$ cat src/rtl/cpu_prog_loader.sv
// Boot loader for the 4-bit CPU core.
// Accepts a byte-stream frame (header, 16 lo/hi word pairs, XOR checksum),
// writes the words into instruction memory, releases the core from reset
// once the frame checks out, and watches the core's guard flag while it runs.
module cpu_prog_loader #(
  parameter int          DEPTH = 16,
  parameter int          AW    = 4,
  parameter int          IW    = 13,
  parameter logic [7:0]  HDR   = 8'hA5
) (
  input  logic          clk,
  input  logic          rst_n,       // active-high synchronous reset
  input  logic          in_valid,
  input  logic [7:0]    in_data,
  output logic          in_ready,
  output logic          imem_we,
  output logic [AW-1:0] imem_addr,
  output logic [IW-1:0] imem_wdata,
  output logic          core_rst,
  input  logic          core_guard,
  output logic          loaded,
  output logic          error,
  output logic [1:0]    err_code,
  output logic          fault,
  output logic [15:0]   run_cycles
);

  localparam int HW = IW - 8;   // significant bits carried by the high byte

  typedef enum logic [2:0] {
    S_IDLE  = 3'd0,
    S_LO    = 3'd1,
    S_HI    = 3'd2,
    S_WR    = 3'd3,
    S_CSUM  = 3'd4,
    S_RUN   = 3'd5,
    S_ERROR = 3'd6,
    S_FAULT = 3'd7
  } state_t;

  // High byte is legal only when the bits above the word width are zero.
  function automatic logic pad_ok(input logic [7:0] b);
    return (b[7:HW] == {(8 - HW){1'b0}});
  endfunction

  state_t          state_r, state_nx_s;
  logic            xfer_s, hdr_s;
  logic [AW-1:0]   idx_r, idx_nx_s;
  logic [7:0]      xor_r, xor_nx_s;
  logic [7:0]      lo_r, lo_nx_s;
  logic            we_r, we_nx_s;
  logic [AW-1:0]   addr_r, addr_nx_s;
  logic [IW-1:0]   wdata_r, wdata_nx_s;
  logic            core_rst_r, core_rst_nx_s;
  logic            loaded_r, loaded_nx_s;
  logic            error_r, error_nx_s;
  logic [1:0]      err_code_r, err_code_nx_s;
  logic            fault_r, fault_nx_s;
  logic [15:0]     run_r, run_nx_s;

  // The only state that refuses bytes is the one-cycle memory write.
  assign in_ready = (state_r != S_WR);
  assign xfer_s   = in_valid & in_ready;
  assign hdr_s    = (in_data == HDR);

  // State register.
  always_ff @(posedge clk) begin
    if (rst_n) state_r <= S_IDLE;
    else       state_r <= state_nx_s;
  end

  // Next-state decode; a guard failure in RUN outranks a reload header.
  always_comb begin
    state_nx_s = state_r;
    case (state_r)
      S_IDLE:  state_nx_s = (xfer_s && hdr_s) ? S_LO : S_IDLE;
      S_LO:    state_nx_s = xfer_s ? S_HI : S_LO;
      S_HI: begin
        if (xfer_s) state_nx_s = pad_ok(in_data) ? S_WR : S_ERROR;
        else        state_nx_s = S_HI;
      end
      S_WR:    state_nx_s = (idx_r == AW'(DEPTH - 1)) ? S_CSUM : S_LO;
      S_CSUM: begin
        if (xfer_s) state_nx_s = (in_data == xor_r) ? S_RUN : S_ERROR;
        else        state_nx_s = S_CSUM;
      end
      S_RUN: begin
        if (!core_guard)           state_nx_s = S_FAULT;
        else if (xfer_s && hdr_s)  state_nx_s = S_LO;
        else                       state_nx_s = S_RUN;
      end
      S_ERROR: state_nx_s = (xfer_s && hdr_s) ? S_LO : S_ERROR;
      S_FAULT: state_nx_s = (xfer_s && hdr_s) ? S_LO : S_FAULT;
      default: state_nx_s = S_IDLE;
    endcase
  end

  // Next values of the datapath and of every registered output.
  always_comb begin
    idx_nx_s      = idx_r;
    xor_nx_s      = xor_r;
    lo_nx_s       = lo_r;
    we_nx_s       = 1'b0;
    addr_nx_s     = addr_r;
    wdata_nx_s    = wdata_r;
    loaded_nx_s   = loaded_r;
    error_nx_s    = error_r;
    err_code_nx_s = err_code_r;
    fault_nx_s    = fault_r;
    run_nx_s      = run_r;
    case (state_r)
      S_IDLE, S_ERROR, S_FAULT: begin
        if (xfer_s && hdr_s) begin
          idx_nx_s      = {AW{1'b0}};
          xor_nx_s      = 8'h00;
          loaded_nx_s   = 1'b0;
          error_nx_s    = 1'b0;
          err_code_nx_s = 2'd0;
          fault_nx_s    = 1'b0;
          run_nx_s      = 16'h0000;
        end else begin
          idx_nx_s = idx_r;
        end
      end
      S_LO: begin
        if (xfer_s) begin
          lo_nx_s  = in_data;
          xor_nx_s = xor_r ^ in_data;
        end else begin
          lo_nx_s = lo_r;
        end
      end
      S_HI: begin
        if (xfer_s) begin
          xor_nx_s = xor_r ^ in_data;
          if (pad_ok(in_data)) begin
            we_nx_s    = 1'b1;
            addr_nx_s  = idx_r;
            wdata_nx_s = {in_data[HW-1:0], lo_r};
          end else begin
            error_nx_s    = 1'b1;
            err_code_nx_s = 2'd1;
          end
        end else begin
          xor_nx_s = xor_r;
        end
      end
      S_WR:    idx_nx_s = idx_r + AW'(1);
      S_CSUM: begin
        if (xfer_s) begin
          if (in_data == xor_r) begin
            loaded_nx_s = 1'b1;
          end else begin
            error_nx_s    = 1'b1;
            err_code_nx_s = 2'd2;
          end
        end else begin
          loaded_nx_s = loaded_r;
        end
      end
      S_RUN: begin
        run_nx_s = (run_r != 16'hFFFF) ? (run_r + 16'd1) : run_r;
        if (!core_guard) begin
          fault_nx_s  = 1'b1;
          loaded_nx_s = 1'b0;
        end else if (xfer_s && hdr_s) begin
          idx_nx_s    = {AW{1'b0}};
          xor_nx_s    = 8'h00;
          loaded_nx_s = 1'b0;
          run_nx_s    = 16'h0000;
        end else begin
          fault_nx_s = fault_r;
        end
      end
      default: idx_nx_s = idx_r;
    endcase
    core_rst_nx_s = (state_nx_s != S_RUN);
  end

  // Datapath and output registers.
  always_ff @(posedge clk) begin
    if (rst_n) begin
      idx_r      <= {AW{1'b0}};
      xor_r      <= 8'h00;
      lo_r       <= 8'h00;
      we_r       <= 1'b0;
      addr_r     <= {AW{1'b0}};
      wdata_r    <= {IW{1'b0}};
      core_rst_r <= 1'b1;
      loaded_r   <= 1'b0;
      error_r    <= 1'b0;
      err_code_r <= 2'd0;
      fault_r    <= 1'b0;
      run_r      <= 16'h0000;
    end else begin
      idx_r      <= idx_nx_s;
      xor_r      <= xor_nx_s;
      lo_r       <= lo_nx_s;
      we_r       <= we_nx_s;
      addr_r     <= addr_nx_s;
      wdata_r    <= wdata_nx_s;
      core_rst_r <= core_rst_nx_s;
      loaded_r   <= loaded_nx_s;
      error_r    <= error_nx_s;
      err_code_r <= err_code_nx_s;
      fault_r    <= fault_nx_s;
      run_r      <= run_nx_s;
    end
  end

  // A strobe already registered is withheld while reset is asserted so the
  // memory never commits a write during the reset cycle.
  assign imem_we    = we_r & ~rst_n;
  assign imem_addr  = addr_r;
  assign imem_wdata = wdata_r;
  assign core_rst   = core_rst_r;
  assign loaded     = loaded_r;
  assign error      = error_r;
  assign err_code   = err_code_r;
  assign fault      = fault_r;
  assign run_cycles = run_r;

endmodule

$ cat config.mk
export PLATFORM = sky130hd
export DESIGN_NAME = cpu_prog_loader
export DESIGN_NICKNAME = d
export VERILOG_FILES = /design/src/rtl/cpu_prog_loader.sv
export SDC_FILE = /design/constraint.sdc
export NUM_CORES = 1
export LEC_CHECK = 0
export CORE_ASPECT_RATIO = 1.1
export CORE_UTILIZATION = 32
export CTS_CLUSTER_DIAMETER = 30
export DETAILED_ROUTE_END_ITERATION = 10
export DONT_BUFFER_PORTS = 1
export MAX_ROUTING_LAYER = met4
export SYNTH_ARGS = -nofsm -noshare
export SYNTH_HDL_FRONTEND = slang
export SYNTH_SLANG_ARGS = --single-unit
$ cat constraint.sdc
create_clock -name clk -period 2.35 [get_ports clk]
set_input_delay 0.47 -clock clk [delete_from_list [all_inputs] [get_ports clk]]
set_output_delay 0.47 -clock clk [all_outputs]
set_load 0.02 [all_outputs]
== Yosys cells after proc, flatten, opt, wreduce, memory -nomap -nowiden ==
Cells that the tools add are included.

* Flip-flop bits (word level): 63
* Input port bits: 12
* Output and inout port bits: 41
* Logic and storage cells: 106

* Add/sub/neg operators: 2
* Equal/unequal tests: 22
* Muxes and demuxes: 44
* Bitwise logic cells: 6
* Reduce and logical (&&, ||, !) cells: 19

{| class="wikitable"
|+ Operator list
! kind !! number
|-
| $mux 16 || 4
|-
| $pmux 16 s2 || 1
|-
| $mux 8 || 3
|-
| $pmux 3 s8 || 1
|-
| $pmux 8 s3 || 1
|-
| $mux 3 || 7
|-
| $add 16x1->16 const B || 1
|-
| $mux 2 || 8
|-
| $ne 16x16->1 const B || 1
|-
| $ne 2x2->1 const B || 8
|-
| $eq 3x3->1 const B || 4
|-
| $mux 1 || 12
|-
| $pmux 4 s3 || 1
|-
| $reduce_and 3->1 || 4
|-
| $reduce_bool 3->1 || 4
|-
| $eq 8x8->1 || 1
|-
| $eq 8x8->1 const B || 1
|-
| $mux 4 || 2
|-
| $xor 8x8->8 || 1
|-
| $eq 3x2->1 const B || 2
|-
| $logic_not 3->1 || 2
|-
| $pmux 1 s3 || 2
|-
| $pmux 2 s3 || 1
|-
| $reduce_and 2->1 || 3
|-
| 14 further kinds || 18
|}

== Depth between registers and ports, before layout ==
* Depth after elaboration: 7
* Gate-level depth with buffers: 7
* Depth with buffers taken out: 6

== Worst setup path after synthesis ==
No wires, ideal clock.

* Path type: input port to flip-flop
* From: in in_data[7]
* To: reg addr_r[3], in the netlist imem_addr[3]
* Setup time: 132 ps
* Data arrival time: 1864 ps
* Required time: 2218 ps
* Slack: 354 ps
* Stages on the path: 6
* Path buffers: 2
* Cells stage by stage: or3_1 -> or4_1 -> clkbuf_1 -> buf_2 -> nand2_1 -> a21oi_1

* Word-level cells in the longest chain between the ends: 2

{| class="wikitable"
|+ RTL lines
! what !! RTL line !! RTL
|-
| from (decl) || 14 || <nowiki>input logic [7:0] in_data,</nowiki>
|-
| $logic_not 3->1 || 43 || <nowiki>return (b[7:HW] == {(8 - HW){1'b0}});</nowiki>
|-
| $reduce_and 3->1 (no source line) || - ||
|-
| to (signal assigned) || 187 || <nowiki>addr_r <= {AW{1'b0}};</nowiki>
|-
| to (signal assigned) || 200 || <nowiki>addr_r <= addr_nx_s;</nowiki>
|-
| to (decl) || 52 || <nowiki>logic [AW-1:0] addr_r, addr_nx_s;</nowiki>
|}

No other way between the ends.
A chain may end at the register's enable or synchronous reset.

== Final worst setup path ==
* From: reg state_r[1]
* To: out in_ready

* Word-level cells in the longest chain between the ends: 1

{| class="wikitable"
|+ RTL lines
! what !! RTL line !! RTL
|-
| from (decl) || 46 || <nowiki>state_t state_r, state_nx_s;</nowiki>
|-
| from (signal assigned) || 69 || <nowiki>else state_r <= state_nx_s;</nowiki>
|-
| $ne 3x2->1 || 62 || <nowiki>assign in_ready = (state_r != S_WR);</nowiki>
|-
| to (decl) || 15 || <nowiki>output logic in_ready,</nowiki>
|}

No other way between the ends.

==> flow_summary.yaml <==
setup_path:
  critPathMaxFanout: 11
  crit_arrival_ns: 1.64
  end_kind: "output pin"
  crit_buf_inv: 1
  cp_slowest_stage_delay_ns: 0.57
  worstPathRequired_ns: 1.88
  slowest_stage: "dfxtp_1"
  crit_type: "flip-flop to output pin"
  worstPathCellList: "nor2b_1 -> nand2_1 -> buf_4"
  critPathTopFamily: "flip-flops"
  cp-start-kind: "flip-flop"
global_routing:
  grt_pass1_wl_um: 13250
  grt_max_degree: 57
  grt_pass1_vias: 2708
  antenna_found_initial: 0
  grt_use_total: 0.1766
  overflow: 0
synthesis:
  synth_area_leaders: "dfxtp_1, nand2_1, a21oi_1, mux2i_1, nor2_1"
  synth_nets: 381
  yosysWarnings: 0
  syn_avg_cell_area_sq_um: 8.380
  synth_top_cell_area_share: 0.4101
  synth_largest_area_cell: "dfxtp_1"
  synth_flop_cell: "dfxtp_1"
  synth_async_sr_flop_share: 0
  syn_area_sq_mm: 0.003075
  syn_inst: 367
  ys_types: 59
  synth_seq_area_share: 0.4101
  synth_edf_count: 0
  synth_seq_cells: 63
power:
  pwr-share-seq: 0.466
  pwr-share-comb: 0.013
  p_clk_frac: 0.521
  p_total_mw: 2.290
  p_leak_nw: 1.150
  p_switching_uw: 470.8
  intPower_mw: 1.820
  ir_drop_mv: 0.3785
  swShare: 0.2055
  powerDensity_mw_per_mm2: 645.5
clock_tree:
  tritoncts: "yes"
  cts_root_buf: "clkbuf_8"
  clock_path_buffers: 2
  clock_sinks: 63
  ctsResizeCount: 0
  postCtsSetupRepairBufs: 0
  cts-buffers-inserted: 9
  clk_pin_slew_ns: 0.07
  cts_hold_buf: 0
  clk_latency_ns: 0.36
  h-tree-depth: 3
layout:
  area_delta_synth_final_pct: 15.38
  diodes: 0
  fin_nets: 393
  drive_above_1_share: 0.1328
  final_common_cell: "dfxtp_1"
  finalCoreUtilization: 0.3794
  final_cell_mix: "dfxtp_1, nand2_1, a21oi_1"
routing:
  dr_wl_met2_um: 3962
  drt_iter0_drc: 189
  first_pass_iters: 4
  drc: 0
  wl_met1_um: 3347
  routed_wl_um: 7986
  wl_per_cell_um: 15.94
  highest_layer: "met4"
  vias: 2795
  vias_per_cell: 5.579
  met3_wirelength_um: 549
  final_antenna_net_count: 0
timing:
  finalCriticalPeriod_ns: 2.114
  max_slew_margin: 0.5077
  worst_slew_pin_slew_ns: 0.7385
  max_freq_mhz: 472.9
  hold_viol_final: 0
  fin_tns_setup_ns: 0
  fin_skew_ns: 0.01074
  period_share: 0.8998
  report.final.slew_viol_count: 0
  setup_violations: 0
  rsz0062_at_grt: "false"
outcome:
  status: "complete, no violations"
floorplanning:
  io-pin-count: 53
  die-area_sq_mm: 0.01001
  rows: 37
  start_util: 0.3289
  die_x_um: 95.47
  die_height_um: 104.8
  core-area_sq_mm: 0.009351
placed_design:
  dp.final_hpwl_um: 5568
  io_buffers: 0
  gp_congestion: 0.8121
job:
  drv_cap: 0
hold_path:
  hp-class: "primary input to flip-flop"
[final timing paths]
kind | start | endpoint | slack (ns) | depth (start not counted)
setup / recovery | state_r[1] | in_ready | 0.24 | 3
hold / removal | rst_n | run_cycles[7] | 0.17 | 1
setup reg to reg | run_cycles[3] | run_cycles[11] | 0.30 | 5
hold reg to reg | lo_r[0] | imem_wdata[0] | 0.45 | 2
[cell usage after synthesis, drive strengths merged, types with 6 or more instances]
library cell / n
a31o: 6
xnor2: 8
inv: 7
or3: 8
o211ai: 6
or4: 8
a31oi: 10
nor4b: 7
mux2i: 10
a21oi: 37
nor2: 26
o21ai: 13
dfxtp: 63
nand2: 56
clkbuf: 16
nand3: 12
nor3: 12
[power by group through the flow]
| stage | logic [mW] | clock network [mW] | registers (mW) |
|---|---|---|---|
| floorplan | 0.0381 | 0 | 1.09 |
| global route | 0.0317 | 1.27 | 1.07 |
| global placement | 0.0293 | 0 | 1.09 |
| finish | 0.0291 | 1.19 | 1.07 |
| CTS | 0.0293 | 1.22 | 1.07 |
| detailed placement | 0.0292 | 0 | 1.09 |
[cell type report]
class	count	area, sq um
multi-input cells	275	1693
well taps	117	146.4
repair buffers	22	165.2
clock inverters	6	115.1
clock buffers	10	137.6
fillers	987	5803
inverters	8	30.03
flip-flops and latches	63	1261
[state kept, by name, summed over array words and instances (netlist names)]
name	flops
run_cycles	16
imem_wdata	13
lo_r	8
xor_r	8
idx_r	4
imem_addr	4
state_r	3
err_code	2
core_rst	1
error	1
fault	1
loaded	1
we_r	1
[stage by stage]
step	hold WS, ns	instances	cell area (sq um)	worst slack, ns
finish	0.1748	501	3548	0.2355
floorplan	0.4312	367	3075	0.3537
detailed placement	0.4458	485	3296	0.2822
global placement	0.4350	485	3296	0.3262
global route	0.1639	501	3548	0.09499
CTS	0.1650	501	3548	0.2387
[per-layer routing]
metal  up-vias  GRT usage
met5         -          -
met3        15    0.06405
met2        94     0.2811
li1       1370          -
met4         0    0.07249
met1      1316     0.1979
[kinds of logic (layout without fill, tap and decap cells)]
logic type	count (synthesis)	count (layout)	synth area share
simple gates	157	157	0.2734
fa+ha+maj	2	2	0.008135
buf+inv	29	46	0.03946
mux	10	10	0.03255
compound gates	97	97	0.2108
xor+xnor	9	9	0.02563
flops	63	63	0.4101
Note: power is estimated with default switching activity, not from simulation.
